<file path="config.mk">
export PLATFORM = sky130hd
export DESIGN_NAME = hazard_scoreboard_flat
export DESIGN_NICKNAME = d
export VERILOG_FILES = /design/src/rtl/hazard_scoreboard_if.sv /design/src/rtl/hazard_scoreboard.sv /design/src/flat_wrapper.sv
export SDC_FILE = /design/constraint.sdc
export NUM_CORES = 1
export LEC_CHECK = 0
export CORE_AREA = 2 2 147 149
export CTS_CLUSTER_DIAMETER = 60
export CTS_CLUSTER_SIZE = 8
export DETAILED_ROUTE_END_ITERATION = 6
export DIE_AREA = 0 0 149 151
export GPL_TIMING_DRIVEN = 1
export PLACE_DENSITY = 0.67
export SLEW_MARGIN = 15
export SYNTH_ARGS = -nofsm -noshare
export SYNTH_HDL_FRONTEND = slang
export SYNTH_SLANG_ARGS = --single-unit
</file>
<file path="constraint.sdc">
create_clock -name clk -period 3.2 [get_ports clk]
set_clock_uncertainty 0.05 [all_clocks]
set_input_delay 0.64 -clock clk [delete_from_list [all_inputs] [get_ports clk]]
set_output_delay 0.64 -clock clk [all_outputs]
set_load 0.01 [all_outputs]
</file>
<file path="src/rtl/hazard_scoreboard_if.sv">
// hazard_scoreboard_if: DEC-stage hazard/bypass bundle between the pipeline
// (master) and the hazard scoreboard (slave).
interface hazard_scoreboard_if #(
    parameter int NUM_SRC = 2,
    parameter int XLEN    = 32,
    parameter int PERF_W  = 32
);
    logic [5*NUM_SRC-1:0]    dec_rs;
    logic [NUM_SRC-1:0]      dec_rs_renb;
    logic [XLEN*NUM_SRC-1:0] dec_rdata;
    logic [4:0]              dec_rd;
    logic                    dec_rd_wenb;
    logic                    dec_long;

    logic [4:0]              exe_rd;
    logic                    exe_rd_wenb;
    logic [XLEN-1:0]         exe_result;
    logic                    exe_load;
    logic                    exe_csr;

    logic [4:0]              mem_rd;
    logic                    mem_rd_wenb;
    logic [XLEN-1:0]         mem_result;

    logic [4:0]              wrb_rd;
    logic                    wrb_rd_wenb;
    logic [XLEN-1:0]         wrb_result;

    logic                    lng_issue;
    logic [4:0]              lng_rd;
    logic                    lng_done;
    logic [4:0]              lng_done_rd;
    logic [XLEN-1:0]         lng_done_data;

    logic                    dec_stall;
    logic                    dec_load_use;
    logic                    dec_csr_use;
    logic                    dec_sb_use;
    logic [XLEN*NUM_SRC-1:0] dec_rs_data;
    logic                    sb_full;
    logic [PERF_W-1:0]       perf_stall_cnt;
    logic [PERF_W-1:0]       perf_sb_cnt;

    modport master (
        output dec_rs, dec_rs_renb, dec_rdata, dec_rd, dec_rd_wenb, dec_long,
        output exe_rd, exe_rd_wenb, exe_result, exe_load, exe_csr,
        output mem_rd, mem_rd_wenb, mem_result,
        output wrb_rd, wrb_rd_wenb, wrb_result,
        output lng_issue, lng_rd, lng_done, lng_done_rd, lng_done_data,
        input  dec_stall, dec_load_use, dec_csr_use, dec_sb_use, dec_rs_data,
        input  sb_full, perf_stall_cnt, perf_sb_cnt
    );

    modport slave (
        input  dec_rs, dec_rs_renb, dec_rdata, dec_rd, dec_rd_wenb, dec_long,
        input  exe_rd, exe_rd_wenb, exe_result, exe_load, exe_csr,
        input  mem_rd, mem_rd_wenb, mem_result,
        input  wrb_rd, wrb_rd_wenb, wrb_result,
        input  lng_issue, lng_rd, lng_done, lng_done_rd, lng_done_data,
        output dec_stall, dec_load_use, dec_csr_use, dec_sb_use, dec_rs_data,
        output sb_full, perf_stall_cnt, perf_sb_cnt
    );
endinterface

</file>
<file path="src/rtl/hazard_scoreboard.sv">
// hazard_scoreboard: DEC-stage bypass/stall unit with a register scoreboard for
// long-latency ops that write back out of order.
// Optional feature: define HAZARD_PERF_EN to build the saturating stall
// performance counters; otherwise both counter outputs are tied to zero.
module hazard_scoreboard #(
    parameter int NUM_SRC   = 2,
    parameter int XLEN      = 32,
    parameter int MAX_OUTST = 4,
    parameter int PERF_W    = 32
) (
    input logic                clk,
    input logic                reset,
    hazard_scoreboard_if.slave bus
);
    localparam int OW = $clog2(MAX_OUTST + 1);
    localparam logic [OW-1:0] C_MAX = OW'(MAX_OUTST);

    // Scoreboard state: one pending bit per architectural register (x0 excluded).
    logic [31:1]        r_pending;
    logic [OW-1:0]      r_outst;

    logic [31:0]        w_pend_vec;
    logic [31:1]        w_pend_nxt;
    logic [NUM_SRC-1:0] w_raw;
    logic [NUM_SRC-1:0] w_load_hit;
    logic [NUM_SRC-1:0] w_csr_hit;
    logic               w_waw;
    logic               w_full;
    logic               w_full_stall;
    logic               w_sb_use;
    logic               w_stall;
    logic               w_issue_ok;
    logic               w_done_ok;

    // x0 reads as never pending so operand lookups need no special case.
    assign w_pend_vec = {r_pending, 1'b0};
    assign w_full     = (r_outst == C_MAX);

    for (genvar g = 0; g < NUM_SRC; g++) begin : g_src
        logic [4:0]      w_rs;
        logic            w_rd_en;
        logic            w_exe_hit;
        logic            w_mem_hit;
        logic            w_wrb_hit;
        logic            w_lng_hit;
        logic [XLEN-1:0] w_fwd;

        assign w_rs      = bus.dec_rs[5*g +: 5];
        assign w_rd_en   = bus.dec_rs_renb[g] && (w_rs != 5'd0);
        assign w_exe_hit = w_rd_en && bus.exe_rd_wenb && (bus.exe_rd == w_rs);
        assign w_mem_hit = w_rd_en && bus.mem_rd_wenb && (bus.mem_rd == w_rs);
        assign w_wrb_hit = w_rd_en && bus.wrb_rd_wenb && (bus.wrb_rd == w_rs);
        assign w_lng_hit = w_rd_en && bus.lng_done && (bus.lng_done_rd == w_rs);

        assign w_load_hit[g] = w_exe_hit && bus.exe_load;
        assign w_csr_hit[g]  = w_exe_hit && bus.exe_csr;
        assign w_raw[g]      = w_rd_en && w_pend_vec[w_rs] && !w_lng_hit
                               && !w_exe_hit && !w_mem_hit && !w_wrb_hit;

        // Take the youngest in-flight producer of this operand, else the register file.
        always_comb begin
            if (w_exe_hit)      w_fwd = bus.exe_result;
            else if (w_mem_hit) w_fwd = bus.mem_result;
            else if (w_wrb_hit) w_fwd = bus.wrb_result;
            else if (w_lng_hit) w_fwd = bus.lng_done_data;
            else                w_fwd = bus.dec_rdata[XLEN*g +: XLEN];
        end

        assign bus.dec_rs_data[XLEN*g +: XLEN] = w_fwd;
    end

    // A write to a register still owned by a long op must wait unless it lands now.
    assign w_waw = bus.dec_rd_wenb && (bus.dec_rd != 5'd0) && w_pend_vec[bus.dec_rd]
                   && !(bus.lng_done && (bus.lng_done_rd == bus.dec_rd));
    assign w_full_stall = bus.dec_long && w_full && !bus.lng_done;

    assign w_sb_use         = (|w_raw) || w_waw || w_full_stall;
    assign w_stall          = (|w_load_hit) || (|w_csr_hit) || w_sb_use;
    assign bus.dec_load_use = |w_load_hit;
    assign bus.dec_csr_use  = |w_csr_hit;
    assign bus.dec_sb_use   = w_sb_use;
    assign bus.dec_stall    = w_stall;
    assign bus.sb_full      = w_full;

    // Issues while full and completions of non-pending registers are dropped.
    assign w_issue_ok = bus.lng_issue && (bus.lng_rd != 5'd0) && !w_full;
    assign w_done_ok  = bus.lng_done && (bus.lng_done_rd != 5'd0) && w_pend_vec[bus.lng_done_rd];

    // Next pending vector: clear the completing register first so a same-cycle issue wins.
    always_comb begin
        w_pend_nxt = r_pending;
        for (int r = 1; r < 32; r++) begin
            if (w_done_ok && (bus.lng_done_rd == 5'(r))) w_pend_nxt[r] = 1'b0;
            if (w_issue_ok && (bus.lng_rd == 5'(r)))     w_pend_nxt[r] = 1'b1;
        end
    end

    // Scoreboard registers; outstanding count moves only when exactly one of issue/done is valid.
    always_ff @(posedge clk or posedge reset) begin
        if (reset) begin
            r_pending <= '0;
            r_outst   <= '0;
        end else begin
            r_pending <= w_pend_nxt;
            if (w_issue_ok && !w_done_ok)      r_outst <= r_outst + OW'(1);
            else if (!w_issue_ok && w_done_ok) r_outst <= r_outst - OW'(1);
        end
    end

`ifdef HAZARD_PERF_EN
    logic [PERF_W-1:0] r_stall_cnt;
    logic [PERF_W-1:0] r_sb_cnt;

    // Saturating stall counters sampled at each clock edge.
    always_ff @(posedge clk or posedge reset) begin
        if (reset) begin
            r_stall_cnt <= '0;
            r_sb_cnt    <= '0;
        end else begin
            if (w_stall && (r_stall_cnt != {PERF_W{1'b1}})) r_stall_cnt <= r_stall_cnt + PERF_W'(1);
            if (w_sb_use && (r_sb_cnt != {PERF_W{1'b1}}))   r_sb_cnt    <= r_sb_cnt + PERF_W'(1);
        end
    end

    assign bus.perf_stall_cnt = r_stall_cnt;
    assign bus.perf_sb_cnt    = r_sb_cnt;
`else
    assign bus.perf_stall_cnt = '0;
    assign bus.perf_sb_cnt    = '0;
`endif

    // Issuing into a full scoreboard is a pipeline protocol violation.
    a_no_issue_when_full: assert property (@(posedge clk) disable iff (reset)
        !(bus.lng_issue && (bus.lng_rd != 5'd0) && w_full));

endmodule

</file>
<file path="src/flat_wrapper.sv">
// flat-port wrapper written by rule: the top's interface ports become plain ports
module hazard_scoreboard_flat 
#(
    parameter int NUM_SRC   = 2,
    parameter int XLEN      = 32,
    parameter int MAX_OUTST = 4,
    parameter int PERF_W    = 32
)
  (clk, reset, bus_dec_rs, bus_dec_rs_renb, bus_dec_rdata, bus_dec_rd, bus_dec_rd_wenb, bus_dec_long, bus_exe_rd, bus_exe_rd_wenb, bus_exe_result, bus_exe_load, bus_exe_csr, bus_mem_rd, bus_mem_rd_wenb, bus_mem_result, bus_wrb_rd, bus_wrb_rd_wenb, bus_wrb_result, bus_lng_issue, bus_lng_rd, bus_lng_done, bus_lng_done_rd, bus_lng_done_data, bus_dec_stall, bus_dec_load_use, bus_dec_csr_use, bus_dec_sb_use, bus_dec_rs_data, bus_sb_full, bus_perf_stall_cnt, bus_perf_sb_cnt);
  hazard_scoreboard_if #(.NUM_SRC(NUM_SRC), .XLEN(XLEN), .PERF_W(PERF_W)) bus_i ();
  input logic clk;
  input logic reset;
  input wire logic [$bits(bus_i.dec_rs)-1:0] bus_dec_rs;
  input wire logic [$bits(bus_i.dec_rs_renb)-1:0] bus_dec_rs_renb;
  input wire logic [$bits(bus_i.dec_rdata)-1:0] bus_dec_rdata;
  input wire logic [$bits(bus_i.dec_rd)-1:0] bus_dec_rd;
  input wire logic [$bits(bus_i.dec_rd_wenb)-1:0] bus_dec_rd_wenb;
  input wire logic [$bits(bus_i.dec_long)-1:0] bus_dec_long;
  input wire logic [$bits(bus_i.exe_rd)-1:0] bus_exe_rd;
  input wire logic [$bits(bus_i.exe_rd_wenb)-1:0] bus_exe_rd_wenb;
  input wire logic [$bits(bus_i.exe_result)-1:0] bus_exe_result;
  input wire logic [$bits(bus_i.exe_load)-1:0] bus_exe_load;
  input wire logic [$bits(bus_i.exe_csr)-1:0] bus_exe_csr;
  input wire logic [$bits(bus_i.mem_rd)-1:0] bus_mem_rd;
  input wire logic [$bits(bus_i.mem_rd_wenb)-1:0] bus_mem_rd_wenb;
  input wire logic [$bits(bus_i.mem_result)-1:0] bus_mem_result;
  input wire logic [$bits(bus_i.wrb_rd)-1:0] bus_wrb_rd;
  input wire logic [$bits(bus_i.wrb_rd_wenb)-1:0] bus_wrb_rd_wenb;
  input wire logic [$bits(bus_i.wrb_result)-1:0] bus_wrb_result;
  input wire logic [$bits(bus_i.lng_issue)-1:0] bus_lng_issue;
  input wire logic [$bits(bus_i.lng_rd)-1:0] bus_lng_rd;
  input wire logic [$bits(bus_i.lng_done)-1:0] bus_lng_done;
  input wire logic [$bits(bus_i.lng_done_rd)-1:0] bus_lng_done_rd;
  input wire logic [$bits(bus_i.lng_done_data)-1:0] bus_lng_done_data;
  output wire logic [$bits(bus_i.dec_stall)-1:0] bus_dec_stall;
  output wire logic [$bits(bus_i.dec_load_use)-1:0] bus_dec_load_use;
  output wire logic [$bits(bus_i.dec_csr_use)-1:0] bus_dec_csr_use;
  output wire logic [$bits(bus_i.dec_sb_use)-1:0] bus_dec_sb_use;
  output wire logic [$bits(bus_i.dec_rs_data)-1:0] bus_dec_rs_data;
  output wire logic [$bits(bus_i.sb_full)-1:0] bus_sb_full;
  output wire logic [$bits(bus_i.perf_stall_cnt)-1:0] bus_perf_stall_cnt;
  output wire logic [$bits(bus_i.perf_sb_cnt)-1:0] bus_perf_sb_cnt;
  assign bus_i.dec_rs = bus_dec_rs;
  assign bus_i.dec_rs_renb = bus_dec_rs_renb;
  assign bus_i.dec_rdata = bus_dec_rdata;
  assign bus_i.dec_rd = bus_dec_rd;
  assign bus_i.dec_rd_wenb = bus_dec_rd_wenb;
  assign bus_i.dec_long = bus_dec_long;
  assign bus_i.exe_rd = bus_exe_rd;
  assign bus_i.exe_rd_wenb = bus_exe_rd_wenb;
  assign bus_i.exe_result = bus_exe_result;
  assign bus_i.exe_load = bus_exe_load;
  assign bus_i.exe_csr = bus_exe_csr;
  assign bus_i.mem_rd = bus_mem_rd;
  assign bus_i.mem_rd_wenb = bus_mem_rd_wenb;
  assign bus_i.mem_result = bus_mem_result;
  assign bus_i.wrb_rd = bus_wrb_rd;
  assign bus_i.wrb_rd_wenb = bus_wrb_rd_wenb;
  assign bus_i.wrb_result = bus_wrb_result;
  assign bus_i.lng_issue = bus_lng_issue;
  assign bus_i.lng_rd = bus_lng_rd;
  assign bus_i.lng_done = bus_lng_done;
  assign bus_i.lng_done_rd = bus_lng_done_rd;
  assign bus_i.lng_done_data = bus_lng_done_data;
  assign bus_dec_stall = bus_i.dec_stall;
  assign bus_dec_load_use = bus_i.dec_load_use;
  assign bus_dec_csr_use = bus_i.dec_csr_use;
  assign bus_dec_sb_use = bus_i.dec_sb_use;
  assign bus_dec_rs_data = bus_i.dec_rs_data;
  assign bus_sb_full = bus_i.sb_full;
  assign bus_perf_stall_cnt = bus_i.perf_stall_cnt;
  assign bus_perf_sb_cnt = bus_i.perf_sb_cnt;
  hazard_scoreboard #(.NUM_SRC(NUM_SRC), .XLEN(XLEN), .MAX_OUTST(MAX_OUTST), .PERF_W(PERF_W)) u_core (.clk(clk), .reset(reset), .bus(bus_i));
endmodule
</file>
[After elaboration in Yosys (flattened, before gate mapping)]
Cells that the tools add are included.
Word-level totals
  flip-flop bits (word level): 34
  output and inout bits: 133
  logic and storage cells: 353
Operators by class
  $add $sub $neg: 2
  magnitude comparators: 4
  equal/unequal tests: 72
  multiplexer cells: 80
  reduce and logical (&&, ||, !) cells: 163
Operators with widths (count)
  $mux 32: 8
  $eq 5x5->1 const B: 32
  $logic_and 1x1->1: 106
  $eq 5x4->1 const B: 16
  $mux 1: 66
  $reduce_bool 2->1: 32
  $eq 5x5->1: 9
  $eq 5x3->1 const B: 8
  $reduce_bool 5->1: 5
  $lt 5x6->1 const B: 4
  $bmux 1 s5: 4
  $eq 5x2->1 const B: 4
  $logic_not 1->1: 13
  $eq 5x1->1 const B: 2
  $mux 3: 2
  $reduce_or 2->1: 3
  $logic_or 1x1->1: 4
  $add 3x1->3 const B: 1
  $eq 3x3->1 const B: 1
  $sub 3x1->3 const B: 1

[Logic depth before layout (Yosys ltp)]
  depth in word-level cells: 13
  gate-level depth with buffers: 12
  mapped depth without buffers: 11

[Worst setup path before layout]
OpenSTA, ideal clock, no wires.
  kind: input port to flip-flop
  start point: input bus_lng_done_rd[0]
  end point: register u_core.r_outst[2]
  setup time: 0.079 ns
  arrival: 3.367 ns
  slack: -0.297 ns
  cell stages on the path: 11
  path buffers: 2
  cells stage by stage: buf_2 buf_1 mux4_2 mux4_2 o211ai_1 ha_1 inv_1 fa_1 xor2_1 nor2_1 xor2_1
Between the ends
  longest elaborated chain between the ends: 6
  elaborated cells on any way between the ends: 10
RTL lines
  start: declaration: line flat_wrapper.sv:33  | input wire logic [$bits(bus_i.lng_done_rd)-1:0] bus_lng_done_rd;
  $bmux 1 s5 or $reduce_bool 5->1 (tied branches): line hazard_scoreboard.sv:87  | assign w_done_ok = bus.lng_done && (bus.lng_done_rd != 5'd0) && w_pend_vec[bus.lng_done_rd];
  $mux 1 (implied by the code) or $logic_and 1x1->1 (tied branches): line hazard_scoreboard.sv:87
  $logic_and 1x1->1 (*): line hazard_scoreboard.sv:87
  $logic_not 1->1: line hazard_scoreboard.sv:105  | if (w_issue_ok && !w_done_ok) r_outst <= r_outst + OW'(1);
  $logic_and 1x1->1: line hazard_scoreboard.sv:105
  $mux 3 or $reduce_bool 2->1 (tied branches)
  end signal: assignment: line hazard_scoreboard.sv:105
  end signal: assignment: line hazard_scoreboard.sv:106  | else if (!w_issue_ok && w_done_ok) r_outst <= r_outst - OW'(1);
  end: declaration: line hazard_scoreboard.sv:20  | logic [OW-1:0] r_outst;
Mark *: on every way between the ends. The rest lies on a longest branch, timed or not. The select of a mux whose other input is x is not followed.
A chain may end at the register's enable or synchronous reset.

[Worst setup path after layout]
  start point: input bus_mem_rd[0]
  end point: output bus_dec_rs_data[49]
Between the ends
  longest elaborated chain between the ends: 4
RTL lines
  start: declaration: line flat_wrapper.sv:24  | input wire logic [$bits(bus_i.mem_rd)-1:0] bus_mem_rd;
  $eq 5x5->1: line hazard_scoreboard.sv:51  | assign w_mem_hit = w_rd_en && bus.mem_rd_wenb && (bus.mem_rd == w_rs);
  $logic_and 1x1->1: line hazard_scoreboard.sv:51
  $mux 32: line hazard_scoreboard.sv:63  | else if (w_mem_hit) w_fwd = bus.mem_result;
  $mux 32: line hazard_scoreboard.sv:62  | if (w_exe_hit) w_fwd = bus.exe_result;
  end: declaration: line flat_wrapper.sv:39  | output wire logic [$bits(bus_i.dec_rs_data)-1:0] bus_dec_rs_data;
Every way passes these cells.

==> out/summary.txt <==
Run status -> complete, but fails checks
Violated checks -> setup timing
Utilization after layout -> 0.626
Row cnt -> 53
Max_cap viols -> 0
Post-Place Setup Slack -> -1.02 ns
Yosys warns -> 0
I/O pin cnt -> 378
Layout Nets -> 1,524
Pleak -> 0.00545 uW
Worst skew pair latency -> 0.28 ns
Top cell type's share of synthesized area -> 0.134
Slowest cell delay on critical path -> 0.55 ns
Async S/R FF share, synth -> 1.00
Sequential share of the synthesized area -> 0.134
CTS H-tree lvls -> 2
Pin count of the biggest net entering global routing -> 35
Clk root buf -> clkbuf_16
Startpoint types -> primary input
Setup CP Type -> primary input to primary output
Power density cells -> 252 nW/um^2
WHS -> 0.407 ns
Min Tclk post-route -> 3.31 ns
Syn Area/Cell -> 7.96 um^2
Peak VDD IR -> 413 uV
HP Class -> flip-flop to flip-flop
Maximum clock frequency -> 0.302 GHz
Area delta synth->final -> 106%
Wirelength per Cell -> 24.2 um
Worst Path Buf+Inv -> 6
Critical path peak fanout -> 5
Top FF cell, synth -> dfrtp_1
First-pass detailed-route iteration total -> 6
R2R Setup Slk -> 0.31 ns
ANT nets after route -> 0
Drt initial violations -> 532
Port bufs -> 313
Fin. max-slew vios -> 0
Final hold vios -> 0
CTS max path bufs -> 2
Synth cell count leaders -> nand2_1 (128), mux2i_1 (72), buf_4 (67)
Crit. path cell count -> 12
Tcrit/Tclk final -> 1.03
Register bit total from synthesis -> 34
# setup viols final -> 46
Starting Density -> 0.304
First-pass GRT wire length -> 49.0 mm
DR vias/cell -> 5.59
Final HPWL DP -> 25.7 mm
Post-Syn Area -> 6330 um^2
Layout cells sized above 1 -> 0.426
Die Area -> 22,500 um^2
WL final -> 37.7 mm
TritonCTS clock tree -> done
Crit end category -> primary output
Number of flops mapped to enable cells by yosys -> 0
Most used cell, CP -> buf_6
CP Cell Sequence -> buf_6 > xor2_1 > or4_4 > buf_6 > nor2_4 > buf_6 > buf_12 > buf_16 > nor3_4 > o21ai_1 > o211a_1 > buf_6
Mapped Cells -> 795
RD Place Congestion -> 0.957
Clock sinks -> 34
WHS Path Cells -> 1
Clock transition at path regs -> 0.05 ns
CP top delay family -> buffers and inverters
Gr ovfl total -> 0
Die Ht -> 151 um
Critical path required time -> 2.51 ns
Slew headroom -> 0.582
Hold-fix buffers, CTS -> 0
Via count -> 8,713
RSZ-0062 raised after global routing -> yes
Chip width -> 149 um
Drt drc -> 0
Cell with the most instances after synthesis -> nand2_1
Initial antenna violation count -> 8
Yosys cell types -> 60
CP arrival -> 2.62 ns
Total Routing Usage GR -> 0.287
Final WS setup -> -0.106 ns
Cell taking the most area after synthesis -> dfrtp_1
Synth top area cells -> dfrtp_1 (13%), mux2i_1 (11%), mux4_2 (11%)
Inserted Clock Buffers -> 5
Worst Reg-to-Reg Cells -> 10
Vias in the first global route -> 8,263
Master of the slowest instance on the critical path -> or4_4
Slew @ Worst Pin -> 0.625 ns
Core area -> 20,800 um^2
[flip-flops by register name, summed over array words and instances (netlist names)]
register	flops
u_core.r_outst	3
u_core.r_pending	31
[final cells by class]
type	count	area, um^2
fill	1685	7780
antenna	7	17.5
sequential	34	851
inverter	5	22.5
timing repair buffer	544	5630
multi-input combinational	687	6010
clock buffer	8	166
tap	275	344
[report_power, final]
part	leakage, uW	internal (uW)	switching [uW]
Clock	0.0000832	352	178
Combinational	0.00497	1080	786
Sequential	0.000406	611	274
Total	0.00545	2040	1240
[routing by layer]
layer / GRT usage / vias to the layer above / wire, um
li1: - / 3812 / -
met1: 0.325 / 4194 / 13200
met2: 0.501 / 544 / 18600
met3: 0.0744 / 155 / 3930
met4: 0.142 / 8 / 1980
met5: 0 / - / 52
[cell families (layout without fill, tap and decap cells)]
group,Yosys count,in the layout,synth area share
flip-flops,34,34,0.134
XOR/XNOR,48,48,0.0664
multiplexers,107,107,0.229
buffers and inverters,139,557,0.137
AO/OA/AOI/OAI,184,184,0.215
adder cells (fa/ha/maj),2,2,0.00514
other,1,71,0.000592
AND/OR/NAND/NOR,280,282,0.213
[metrics by stage]
| step | cells | area (um^2) | TNS [ns] | total power, uW |
|---|---|---|---|---|
| 2_1_floorplan | 858 | 6580 | 0 | 1730 |
| 3_3_place_gp | 1453 | 10600 | -62.65 | 2520 |
| 3_5_place_dp | 1453 | 10600 | -64.24 | 2560 |
| 4_1_cts | 1528 | 12000 | -3.13 | 3130 |
| 5_1_grt | 1556 | 13000 | -7.24 | 3440 |
| 6_report | 1560 | 13000 | -2.48 | 3280 |
[cell usage in the layout (no fill, tap or decap), drive strengths merged, types with 4 or more instances in the layout]
cell type	netlist	layout
clkdlybuf4s15	0	5
mux2	5	5
nor2	43	43
buf	113	308
o221ai	32	32
inv	5	4
and3	5	7
xor2	32	32
a22oi	33	33
nand3	10	10
nor3	33	33
nand3b	5	5
dlygate4sd2	0	8
diode	0	7
nand2	138	138
nor4	7	7
or4	4	4
o21ai	64	64
clkbuf	21	18
xnor2	16	16
dfrtp	34	34
mux2i	72	72
o211a	33	33
mux4	30	30
conb	1	64
nand4	8	8
clkdlybuf4s50	0	209
nor2b	7	7
[worst paths after layout]
kind / from / endpoint
max in group asynchronous: reset / u_core.r_pending[29]
max: bus_mem_rd[0] / bus_dec_rs_data[49]
min: u_core.r_outst[2] / u_core.r_outst[2]
min in group asynchronous: reset / u_core.r_outst[0]
min reg2reg: u_core.r_outst[2] / u_core.r_outst[2]
max reg2reg: u_core.r_pending[31] / u_core.r_outst[2]
[timing repair]
| item | CTS | global route |
|---|---|---|
| gates resized for setup | 571 | 159 |
| endpoints found under the hold margin | 0 | 0 |
| setup endpoints to repair | 70 | 70 |
| pin swaps | 81 | 84 |
| setup buffers | 54 | 23 |
| gates cloned | 14 | 10 |
Power figures use the tool's default switching activity.
